===== src/rtl/gshare_bp_param.sv =====
`default_nettype none
// ============================================================================
//  Module   : gshare_bp_param
//  Purpose  : Parametrised gshare / bimodal branch direction predictor.
//             The PC is hashed with the global history register (GHR) to
//             index a pattern history table (PHT) of CTR_W-bit saturating
//             counters. The prediction is registered (1-cycle latency). A
//             training write in the same cycle to the same entry is bypassed
//             into the prediction. A sequential sweep initialises the PHT
//             after reset or flush. Saturating statistics counters are
//             included.
//  Ports    : clk, rst_n (async, active-low)
//             mode               0 = gshare index, 1 = bimodal index
//             flush              re-initialise PHT, GHR and statistics
//             ready              high while in RUN
//             pred_valid/pred_pc               prediction request
//             pred_out_valid/pred_taken/pred_history  registered result
//             train_valid/train_pc/train_history/train_taken/
//             train_mispredicted               resolved-branch update
//             stat_predictions/stat_mispredicts  saturating counters
//  Revision : 1.0 - initial release
// ============================================================================
module gshare_bp_param #(
    parameter int PC_W     = 7,
    parameter int HIST_W   = 7,
    parameter int IDX_W    = 7,
    parameter int CTR_W    = 2,
    parameter int CTR_INIT = 1,
    parameter int STAT_W   = 16
) (
    input  logic              clk,
    input  logic              rst_n,
    input  logic              mode,
    input  logic              flush,
    output logic              ready,
    input  logic              pred_valid,
    input  logic [PC_W-1:0]   pred_pc,
    output logic              pred_out_valid,
    output logic              pred_taken,
    output logic [HIST_W-1:0] pred_history,
    input  logic              train_valid,
    input  logic [PC_W-1:0]   train_pc,
    input  logic [HIST_W-1:0] train_history,
    input  logic              train_taken,
    input  logic              train_mispredicted,
    output logic [STAT_W-1:0] stat_predictions,
    output logic [STAT_W-1:0] stat_mispredicts
);

    localparam int               c_depth    = 1 << IDX_W;
    localparam logic [CTR_W-1:0]  c_ctr_max  = {CTR_W{1'b1}};
    localparam logic [CTR_W-1:0]  c_ctr_zero = {CTR_W{1'b0}};
    localparam logic [CTR_W-1:0]  c_ctr_one  = {{(CTR_W-1){1'b0}}, 1'b1};
    localparam logic [CTR_W-1:0]  c_ctr_init = CTR_INIT[CTR_W-1:0];
    localparam logic [IDX_W-1:0]  c_idx_last = {IDX_W{1'b1}};
    localparam logic [IDX_W-1:0]  c_idx_one  = {{(IDX_W-1){1'b0}}, 1'b1};
    localparam logic [STAT_W-1:0] c_stat_max = {STAT_W{1'b1}};
    localparam logic [STAT_W-1:0] c_stat_one = {{(STAT_W-1){1'b0}}, 1'b1};

    typedef enum logic [0:0] {
        ST_INIT = 1'b0,
        ST_RUN  = 1'b1
    } state_t;

    // ------------------------------------------------------------------
    // Storage
    // ------------------------------------------------------------------
    logic [CTR_W-1:0]  r_pht [c_depth];
    state_t            r_state;
    state_t            w_state_nxt;
    logic [IDX_W-1:0]  r_ptr;
    logic [IDX_W-1:0]  w_ptr_nxt;
    logic              w_init_wr;
    logic [HIST_W-1:0] r_ghr;
    logic              r_pred_out_valid;
    logic              r_pred_taken;
    logic [HIST_W-1:0] r_pred_history;
    logic [STAT_W-1:0] r_stat_pred;
    logic [STAT_W-1:0] r_stat_misp;

    // ------------------------------------------------------------------
    // Combinational datapath
    // ------------------------------------------------------------------
    logic              w_run;
    logic              w_pred_acc;
    logic              w_train_acc;
    logic [IDX_W-1:0]  w_pred_h;
    logic [IDX_W-1:0]  w_train_h;
    logic [IDX_W-1:0]  w_pred_idx;
    logic [IDX_W-1:0]  w_train_idx;
    logic [CTR_W-1:0]  w_train_ctr;
    logic [CTR_W-1:0]  w_train_new;
    logic [CTR_W-1:0]  w_pred_ctr;
    logic              w_bypass;
    logic              w_pred_bit;

    // PC bits above the index width do not take part in hashing.
    logic              w_unused_pc_bits;
    assign w_unused_pc_bits = ^{pred_pc, train_pc};

    assign w_run       = (r_state == ST_RUN);
    assign w_pred_acc  = w_run & pred_valid  & ~flush;
    assign w_train_acc = w_run & train_valid & ~flush;

    // History folded to index width: truncate when wider, zero-extend
    // when narrower.
    generate
        if (HIST_W >= IDX_W) begin : g_hist_trunc
            assign w_pred_h  = r_ghr[IDX_W-1:0];
            assign w_train_h = train_history[IDX_W-1:0];
        end else begin : g_hist_zext
            assign w_pred_h  = {{(IDX_W-HIST_W){1'b0}}, r_ghr};
            assign w_train_h = {{(IDX_W-HIST_W){1'b0}}, train_history};
        end
    endgenerate

    assign w_pred_idx  = mode ? pred_pc[IDX_W-1:0]
                              : (pred_pc[IDX_W-1:0] ^ w_pred_h);
    assign w_train_idx = mode ? train_pc[IDX_W-1:0]
                              : (train_pc[IDX_W-1:0] ^ w_train_h);

    assign w_train_ctr = r_pht[w_train_idx];

    always_comb begin
        w_train_new = w_train_ctr;
        if (train_taken) begin
            if (w_train_ctr != c_ctr_max) begin
                w_train_new = w_train_ctr + c_ctr_one;
            end
        end else begin
            if (w_train_ctr != c_ctr_zero) begin
                w_train_new = w_train_ctr - c_ctr_one;
            end
        end
    end

    // A training write landing on the entry being predicted this cycle is
    // forwarded so the prediction sees the post-update counter.
    assign w_bypass   = w_train_acc & (w_train_idx == w_pred_idx);
    assign w_pred_ctr = w_bypass ? w_train_new : r_pht[w_pred_idx];
    assign w_pred_bit = w_pred_ctr[CTR_W-1];

    // ------------------------------------------------------------------
    // Init / run FSM
    // ------------------------------------------------------------------
    always_ff @(posedge clk or negedge rst_n) begin
        if (!rst_n) begin
            r_state <= ST_INIT;
            r_ptr   <= '0;
        end else begin
            r_state <= w_state_nxt;
            r_ptr   <= w_ptr_nxt;
        end
    end

    always_comb begin
        w_state_nxt = r_state;
        w_ptr_nxt   = r_ptr;
        w_init_wr   = 1'b0;
        case (r_state)
            ST_INIT: begin
                w_init_wr = 1'b1;
                w_ptr_nxt = r_ptr + c_idx_one;
                if (r_ptr == c_idx_last) begin
                    w_state_nxt = ST_RUN;
                end
            end
            ST_RUN: begin
                w_state_nxt = ST_RUN;
            end
            default: begin
                w_state_nxt = ST_INIT;
                w_ptr_nxt   = '0;
            end
        endcase
        // Flush restarts the sweep from entry 0, whatever the state.
        if (flush) begin
            w_state_nxt = ST_INIT;
            w_ptr_nxt   = '0;
            w_init_wr   = 1'b0;
        end
    end

    // ------------------------------------------------------------------
    // PHT write port (one write per cycle; init sweep or training)
    // ------------------------------------------------------------------
    always_ff @(posedge clk) begin
        if (w_init_wr) begin
            r_pht[r_ptr] <= c_ctr_init;
        end else if (w_train_acc) begin
            r_pht[w_train_idx] <= w_train_new;
        end
    end

    // ------------------------------------------------------------------
    // Global history register
    // ------------------------------------------------------------------
    always_ff @(posedge clk or negedge rst_n) begin
        if (!rst_n) begin
            r_ghr <= '0;
        end else if (flush) begin
            r_ghr <= '0;
        end else if (w_train_acc && train_mispredicted) begin
            // Restore from the resolved branch's snapshot plus its outcome.
            r_ghr <= {train_history[HIST_W-2:0], train_taken};
        end else if (w_pred_acc) begin
            r_ghr <= {r_ghr[HIST_W-2:0], w_pred_bit};
        end
    end

    // ------------------------------------------------------------------
    // Registered prediction output
    // ------------------------------------------------------------------
    always_ff @(posedge clk or negedge rst_n) begin
        if (!rst_n) begin
            r_pred_out_valid <= 1'b0;
            r_pred_taken     <= 1'b0;
            r_pred_history   <= '0;
        end else begin
            r_pred_out_valid <= w_pred_acc;
            if (w_pred_acc) begin
                r_pred_taken   <= w_pred_bit;
                r_pred_history <= r_ghr;
            end
        end
    end

    // ------------------------------------------------------------------
    // Saturating statistics
    // ------------------------------------------------------------------
    always_ff @(posedge clk or negedge rst_n) begin
        if (!rst_n) begin
            r_stat_pred <= '0;
            r_stat_misp <= '0;
        end else if (flush) begin
            r_stat_pred <= '0;
            r_stat_misp <= '0;
        end else begin
            if (w_pred_acc && (r_stat_pred != c_stat_max)) begin
                r_stat_pred <= r_stat_pred + c_stat_one;
            end
            if (w_train_acc && train_mispredicted &&
                (r_stat_misp != c_stat_max)) begin
                r_stat_misp <= r_stat_misp + c_stat_one;
            end
        end
    end

    assign ready            = w_run;
    assign pred_out_valid   = r_pred_out_valid;
    assign pred_taken       = r_pred_taken;
    assign pred_history     = r_pred_history;
    assign stat_predictions = r_stat_pred;
    assign stat_mispredicts = r_stat_misp;

endmodule
`default_nettype wire


===== config.mk =====
export PLATFORM = sky130hd
export DESIGN_NAME = gshare_bp_param
export DESIGN_NICKNAME = d
export VERILOG_FILES = /design/src/rtl/gshare_bp_param.sv
export SDC_FILE = /design/constraint.sdc
export NUM_CORES = 1
export LEC_CHECK = 0
export CAP_MARGIN = 20
export CORE_ASPECT_RATIO = 0.8
export CORE_MARGIN = 1.5
export CORE_UTILIZATION = 25
export DETAILED_ROUTE_END_ITERATION = 6
export SLEW_MARGIN = 20
export SYNTH_ARGS = -nofsm -noshare
export SYNTH_HDL_FRONTEND = slang
export SYNTH_SLANG_ARGS = --single-unit

===== constraint.sdc =====
create_clock -name clk -period 7.2 [get_ports clk]
set_input_delay 1.08 -clock clk [delete_from_list [all_inputs] [get_ports clk]]
set_output_delay 1.08 -clock clk [all_outputs]
set_load 0.03 [all_outputs]

==> flow_summary.ini, run 1 <==
[sta]
setup_viol = 0
hold_violations = 0
fmax_mhz = 180
min_period_over_period_pct = 77.2
period_needed_ns = 5.56
rsz0062_at_grt = no
drv_slew = 0
clock-skew-final_ns = 0.0369
slew_headroom_pct = 15.4
worstMarginPinSlew_ns = 1.27
hold_slack_ns = 0.483
setup_tns_ns = 0

[cts]
path_clk_slew_ns = 0.06
cts_tree = built
cts_sinks = 312
cts_setup_buffers = 0
hold_buffers = 0
clockRootBuffer = clkbuf_16
clockBufferDepth = 3
cts_resized = 0
clk_latency_ns = 0.58
numCtsBuffers = 37
htree_levels = 2

[run]
drv_cap = 0

[final_layout]
diodes = 0
layout_common_cells = edfxtp_1 (256), nor2_1 (231), nand2_1 (170), mux2i_1 (136), o21ai_0 (91)
areaGrowthSynthToFinish_pct = 15.5
layout-drive-gt1-share_pct = 10.9
nNetsFinal = 1858
final_common_cell = edfxtp_1

[setup_path]
critPathCaptureType = register
crit_path_cell_trace = clkdlybuf4s50_1 -> nand3b_1 -> and2_1 -> a31oi_1 -> and4_1 -> a211oi_1 -> nand4_1 -> o32a_1 -> maj3_1 -> nand2_4 -> buf_12
path_max_fanout = 50
cp.required_ns = 7.56
start_kind = input pin
crit_type = in -> reg
r2r_slack_ns = 3.18
slowest_stage = and2_1
slowest_delay_ns = 1.06
crit_arrival_ns = 5.92
crit_buf_inv = 2
critPathTopFamily = simple AND/OR/NAND/NOR gates

[global_route]
grt_max_degree = 92
grt_pass1_vias = 15500
grt_pass1_wl_um = 108000
gr-total-overflow = 0
grt_usage_pct = 18.8
antenna_found_initial = 1

[die]
die_x_um = 310
dieHeight_um = 249
fp.coreArea_um2 = 74200
initial_core_util_pct = 25.4
ioPinCount = 71
num_rows = 89
dieArea_um2 = 77000

[routing]
wl_per_cell_um = 26.1
ant_nets = 0
viasPerCell = 5.76
drcViolationCount = 0
vias = 16500
wl_um = 74400
drt-initial-drc-count = 2755
first_pass_iters = 7

[synth]
synth_ff_type = edfxtp_1
synth_nets = 1835
synth-async-reset-ratio_pct = 17.9
synth.avg_cell_area_um2 = 10.4
synth_enable_flop_cells = 256
ys_warn_count = 0
ys_seq_area_share_pct = 48.2
synthesis.area_um2 = 18800
ys_seq_elements = 312
ys_types = 88
postSynthCellCount = 1803

[placement]
port_buffers = 70
dp_hpwl_um = 49300
place_congestion = 0.986

[worst_hold_path]
hp-class = reg -> reg

[power_and_ir_drop]
leakagePower_nw = 7.69
ir_drop_mv = 0.119
powerDensity_nw_per_um2 = 205
finalPower_mw = 4.46

[outcome]
status = finished, final reports clean
layer usage:
metal | track usage, % | up-vias | share of wire, %
met5 | 0.754 | - | 0.17
met4 | 7.74 | 6 | 4.2
met3 | 5.51 | 207 | 13
met2 | 26.0 | 1159 | 41
met1 | 26.9 | 8147 | 42
li1 | - | 6940 | -
stage by stage:
step | setup WS [ns] | utilization (%) | area [um^2] | cells
2_1_floorplan | 0.430 | - | 18800 | 1803
3_3_place_gp | 1.36 | 27.7 | 20500 | 2788
3_5_place_dp | 1.31 | 27.7 | 20500 | 2788
4_1_cts | 1.84 | 29.3 | 21800 | 2855
5_1_grt | 1.49 | 29.3 | 21800 | 2855
6_report | 1.64 | 29.3 | 21800 | 2855
power by group:
part	internal (mW)	switching (mW)	total [mW]
Sequential	1.93	0.00478	1.94
Combinational	0.187	0.419	0.607
Clock	1.14	0.783	1.92
Total	3.26	1.21	4.46
synthesized netlist by cell type, drive strengths merged, types with 18 or more instances:
cell | instances | share of area [%]
a211oi | 20 | 0.88
a21oi | 82 | 2.2
a22oi | 20 | 0.80
a311oi | 18 | 0.90
a31oi | 21 | 0.70
buf | 92 | 3.3
clkbuf | 51 | 1.0
dfrtp | 56 | 7.4
edfxtp | 256 | 41
mux2 | 23 | 1.4
mux2i | 136 | 7.2
mux4 | 24 | 2.9
nand2 | 171 | 3.4
nand2b | 21 | 0.71
nand3 | 52 | 1.4
nor2 | 235 | 4.7
nor2b | 27 | 0.90
nor3 | 28 | 0.74
o211ai | 22 | 0.90
o21ai | 97 | 2.6
o221ai | 23 | 1.1
o22ai | 41 | 1.4
xnor2 | 29 | 1.7
xor2 | 29 | 1.4
state kept, by name (all words and copies together) (netlist names):
register          flops
r_pht               256
stat_mispredicts     16
stat_predictions     16
pred_history          7
r_ghr                 7
r_ptr                 7
pred_out_valid        1
pred_taken            1
ready                 1
worst reg2reg max path, cell delays in order (launching register included):
cell	delay, ns
edfxtp_1	0.45
and4b_1	0.22
a2111oi_0	0.77
a31oi_1	0.19
and4_1	0.28
a211oi_1	0.35
nand4_1	0.19
o32a_1	0.33
maj3_1	0.38
nand2_4	0.35
buf_12	0.28
cells by family (layout without fill, tap and decap cells):
family	count (synthesis)	in the layout	share of synthesized area, %
buffers and inverters	157	208	4.61
XOR/XNOR	58	58	3.09
multiplexers	183	183	11.5
AND/OR/NAND/NOR	601	601	14.3
adder cells (fa/ha/maj)	5	5	0.312
flip-flops	312	312	48.2
AO/OA/AOI/OAI	487	487	18.0
path summary, 6_finish.rpt:
| check | from | to | cells after the start |
|---|---|---|---|
| min | pred_history[1] | pred_history[1] | 2 |
| min reg2reg | pred_history[1] | pred_history[1] | 2 |
| min in group asynchronous | rst_n | stat_mispredicts[1] | 2 |
| max | train_history[1] | r_pht[114][0] | 11 |
| max reg2reg | r_pht[126][0] | r_pht[114][0] | 10 |
| max in group asynchronous | rst_n | stat_predictions[8] | 2 |
cell type report:
class / instances / area [um^2]
clock buffers: 46 / 1000
clock inverters: 21 / 216
fillers: 7656 / 52400
inverters: 14 / 52.6
multi-input cells: 1334 / 8980
flip-flops and latches: 312 / 9090
well taps: 1001 / 1250
repair buffers: 127 / 1170
Note: power is estimated with default switching activity, not from simulation.
==> run 2, diff against run 1 <==
==> constraint.sdc (replaced) <==
create_clock -name clk -period 5.45 [get_ports clk]
set_input_delay 0.8175 -clock clk [delete_from_list [all_inputs] [get_ports clk]]
set_output_delay 0.8175 -clock clk [all_outputs]
set_load 0.03 [all_outputs]
==> run 2 against run 1 <==
Combinational power is 37% higher; clock-buffer cell count did not move; highest routed layer is now met4; worst hold slack got worse by 0.091 ns.
==> flow_summary.ini, run 2 (synthesized netlist as in run 1, its figures left out) <==
[outcome]
status = finished, final reports clean

[run]
drv_cap = 0

[setup_path]
path_max_fanout = 46
r2r_cells = 9
r2r-end = stat_mispredicts[9]
critPathCaptureType = register
slowest_stage = clkdlybuf4s50_1
r2r_start = ready
crit_path_cell_trace = clkdlybuf4s50_1 -> nand2b_1 -> nand2_1 -> buf_4 -> a311oi_1 -> a311oi_1 -> a211oi_1 -> nor4_1 -> o32a_1 -> maj3_1 -> nand2_4 -> buf_12
crit_type = in -> reg
cp.required_ns = 5.82
crit_arrival_ns = 5.01
start_kind = input pin
r2r_slack_ns = 1.76
crit_buf_inv = 3
critPathTopFamily = compound AO/OA/AOI/OAI gates
worst_path_most_repeated_cell = a311oi_1
slowest_delay_ns = 0.62

[global_route]
grt_pass1_vias = 15600
grt_pass1_wl_um = 111000
gr-total-overflow = 0
grt_max_degree = 65
grt_usage_pct = 19.6
antenna_found_initial = 2

[sta]
setup_viol = 0
setup_tns_ns = 0
rsz0062_at_grt = no
hold_violations = 0
clock-skew-final_ns = 0.0268
worstMarginPinSlew_ns = 1.23
slew_headroom_pct = 17.6
hold_slack_ns = 0.392
drv_slew = 0
period_needed_ns = 4.64
fmax_mhz = 216
timing.final.ws_setup_ns = 0.815
min_period_over_period_pct = 85.0

[power_and_ir_drop]
p_sw_mw = 1.59
ir_drop_mv = 0.154
switching_share_pct = 27.5
p_seq_share_pct = 44.3
p_int_mw = 4.19
leakagePower_nw = 7.86
powerDensity_nw_per_um2 = 262
pwr-share-comb_pct = 14.4
clockPowerShare_pct = 41.4

[final_layout]
layout_common_cells = edfxtp_1 (256), nor2_1 (231), nand2_1 (170), mux2i_1 (136), o21ai_0 (91)
final_cell_area_um2 = 22000
nNetsFinal = 1894
final_cells = 2890
areaGrowthSynthToFinish_pct = 17.0
fillers = 7669
largest_register_ffs = 256
layout-drive-gt1-share_pct = 12.5
top_register = r_pht
multi_input_area_um2 = 8980
seqCellArea_um2 = 9090
final_common_cell = edfxtp_1

[cts]
path_clk_slew_ns = 0.06
hold_buffers = 0
cts_tree = built
cts_sinks = 312
numCtsBuffers = 37
cts_resized = 0
clockRootBuffer = clkbuf_16
clk_latency_ns = 0.58
htree_levels = 2
clockBufferDepth = 3
cts_setup_buffers = 0

[die]
dieArea_um2 = 77000
num_rows = 89
fp.coreArea_um2 = 74200
die_x_um = 310
ioPinCount = 71
initial_core_util_pct = 25.4
dieHeight_um = 249

[placement]
dp_hpwl_um = 53500
pre_cts_ws_ns = 0.491
port_buffers = 70
dpl.cell_count = 2824
placed_cell_area_um2 = 20900
place_congestion = 1.01

[routing]
ant_nets = 0
viasPerCell = 5.73
wl_per_cell_um = 26.6
first_pass_iters = 5
vias = 16600
drcViolationCount = 0
wl_um = 77000
drt-initial-drc-count = 2858

[worst_hold_path]
hp-class = in -> async
==> run 2: changes by cell type in the layout (fill, tap and decap cells not counted), moves of 2 or more <==
cell        previous run  this run
clkinv_4               0         3
clkinvlp_4             3         1
buf_4                 54        84
clkinv_2               5         7
xnor2_2                4         2
bufinv_16              4         1
buf_12                 4        10
==> run 2: metal layers <==
metal / vias up / wire length, um / part of all wire, % / GRT usage, %
met1: 8244 / 33500 / 43 / 28.8
met2: 1129 / 31500 / 41 / 27.1
met5: - / 0 / 0 / 0
li1: 7009 / - / - / -
met3: 180 / 9400 / 12 / 5.68
met4: 0 / 2580 / 3.4 / 6.36
==> run 2: worst max path at each step <==
stage	startpoint	end	slack, ns	depth (start not counted)
floorplan	train_history[0]	r_pht[0][1]	0.31	12
CTS	train_history[1]	r_pht[51][0]	1.05	12
global placement	train_history[1]	r_pht[79][0]	0.55	12
finish	train_history[1]	r_pht[51][0]	0.81	12
detailed placement	train_history[1]	r_pht[53][0]	0.49	12
global route	train_history[1]	r_pht[51][0]	0.79	12
==> run 2: cell type report <==
type,instances,share of cell area [%]
inverter,14,0.238
antenna,1,0.0114
timing repair buffer,163,6.86
sequential,312,41.2
clock inverter,19,0.613
tap,1001,5.68
clock buffer,46,4.59
multi-input combinational,1334,40.8
==> run 2: metrics by stage <==
stage | power, mW | util (%)
6_report | 5.78 | 29.7
5_1_grt | 5.93 | 29.7
4_1_cts | 5.78 | 29.7
3_5_place_dp | 3.40 | 28.2
3_3_place_gp | 3.41 | 28.2
2_1_floorplan | 3.08 | -
==> run 2: power groups by stage <==
stage	logic [mW]	clock network [mW]	registers, mW
2_1_floorplan	0.476	0	2.61
5_1_grt	0.856	2.51	2.56
6_report	0.830	2.39	2.56
4_1_cts	0.800	2.42	2.56
3_3_place_gp	0.797	0	2.61
3_5_place_dp	0.796	0	2.61
==> run 3, diff against run 2 <==
--- a/config.mk
+++ b/config.mk
@@ -5,6 +5,7 @@
 export SDC_FILE = /design/constraint.sdc
 export NUM_CORES = 1
 export LEC_CHECK = 0
+export ABC_CLOCK_PERIOD_IN_PS = 5450
 export CAP_MARGIN = 20
 export CORE_ASPECT_RATIO = 0.8
 export CORE_MARGIN = 1.5
==> results of run 3 <==
No change in the layout: final DEF, timing and power equal those of run 2.
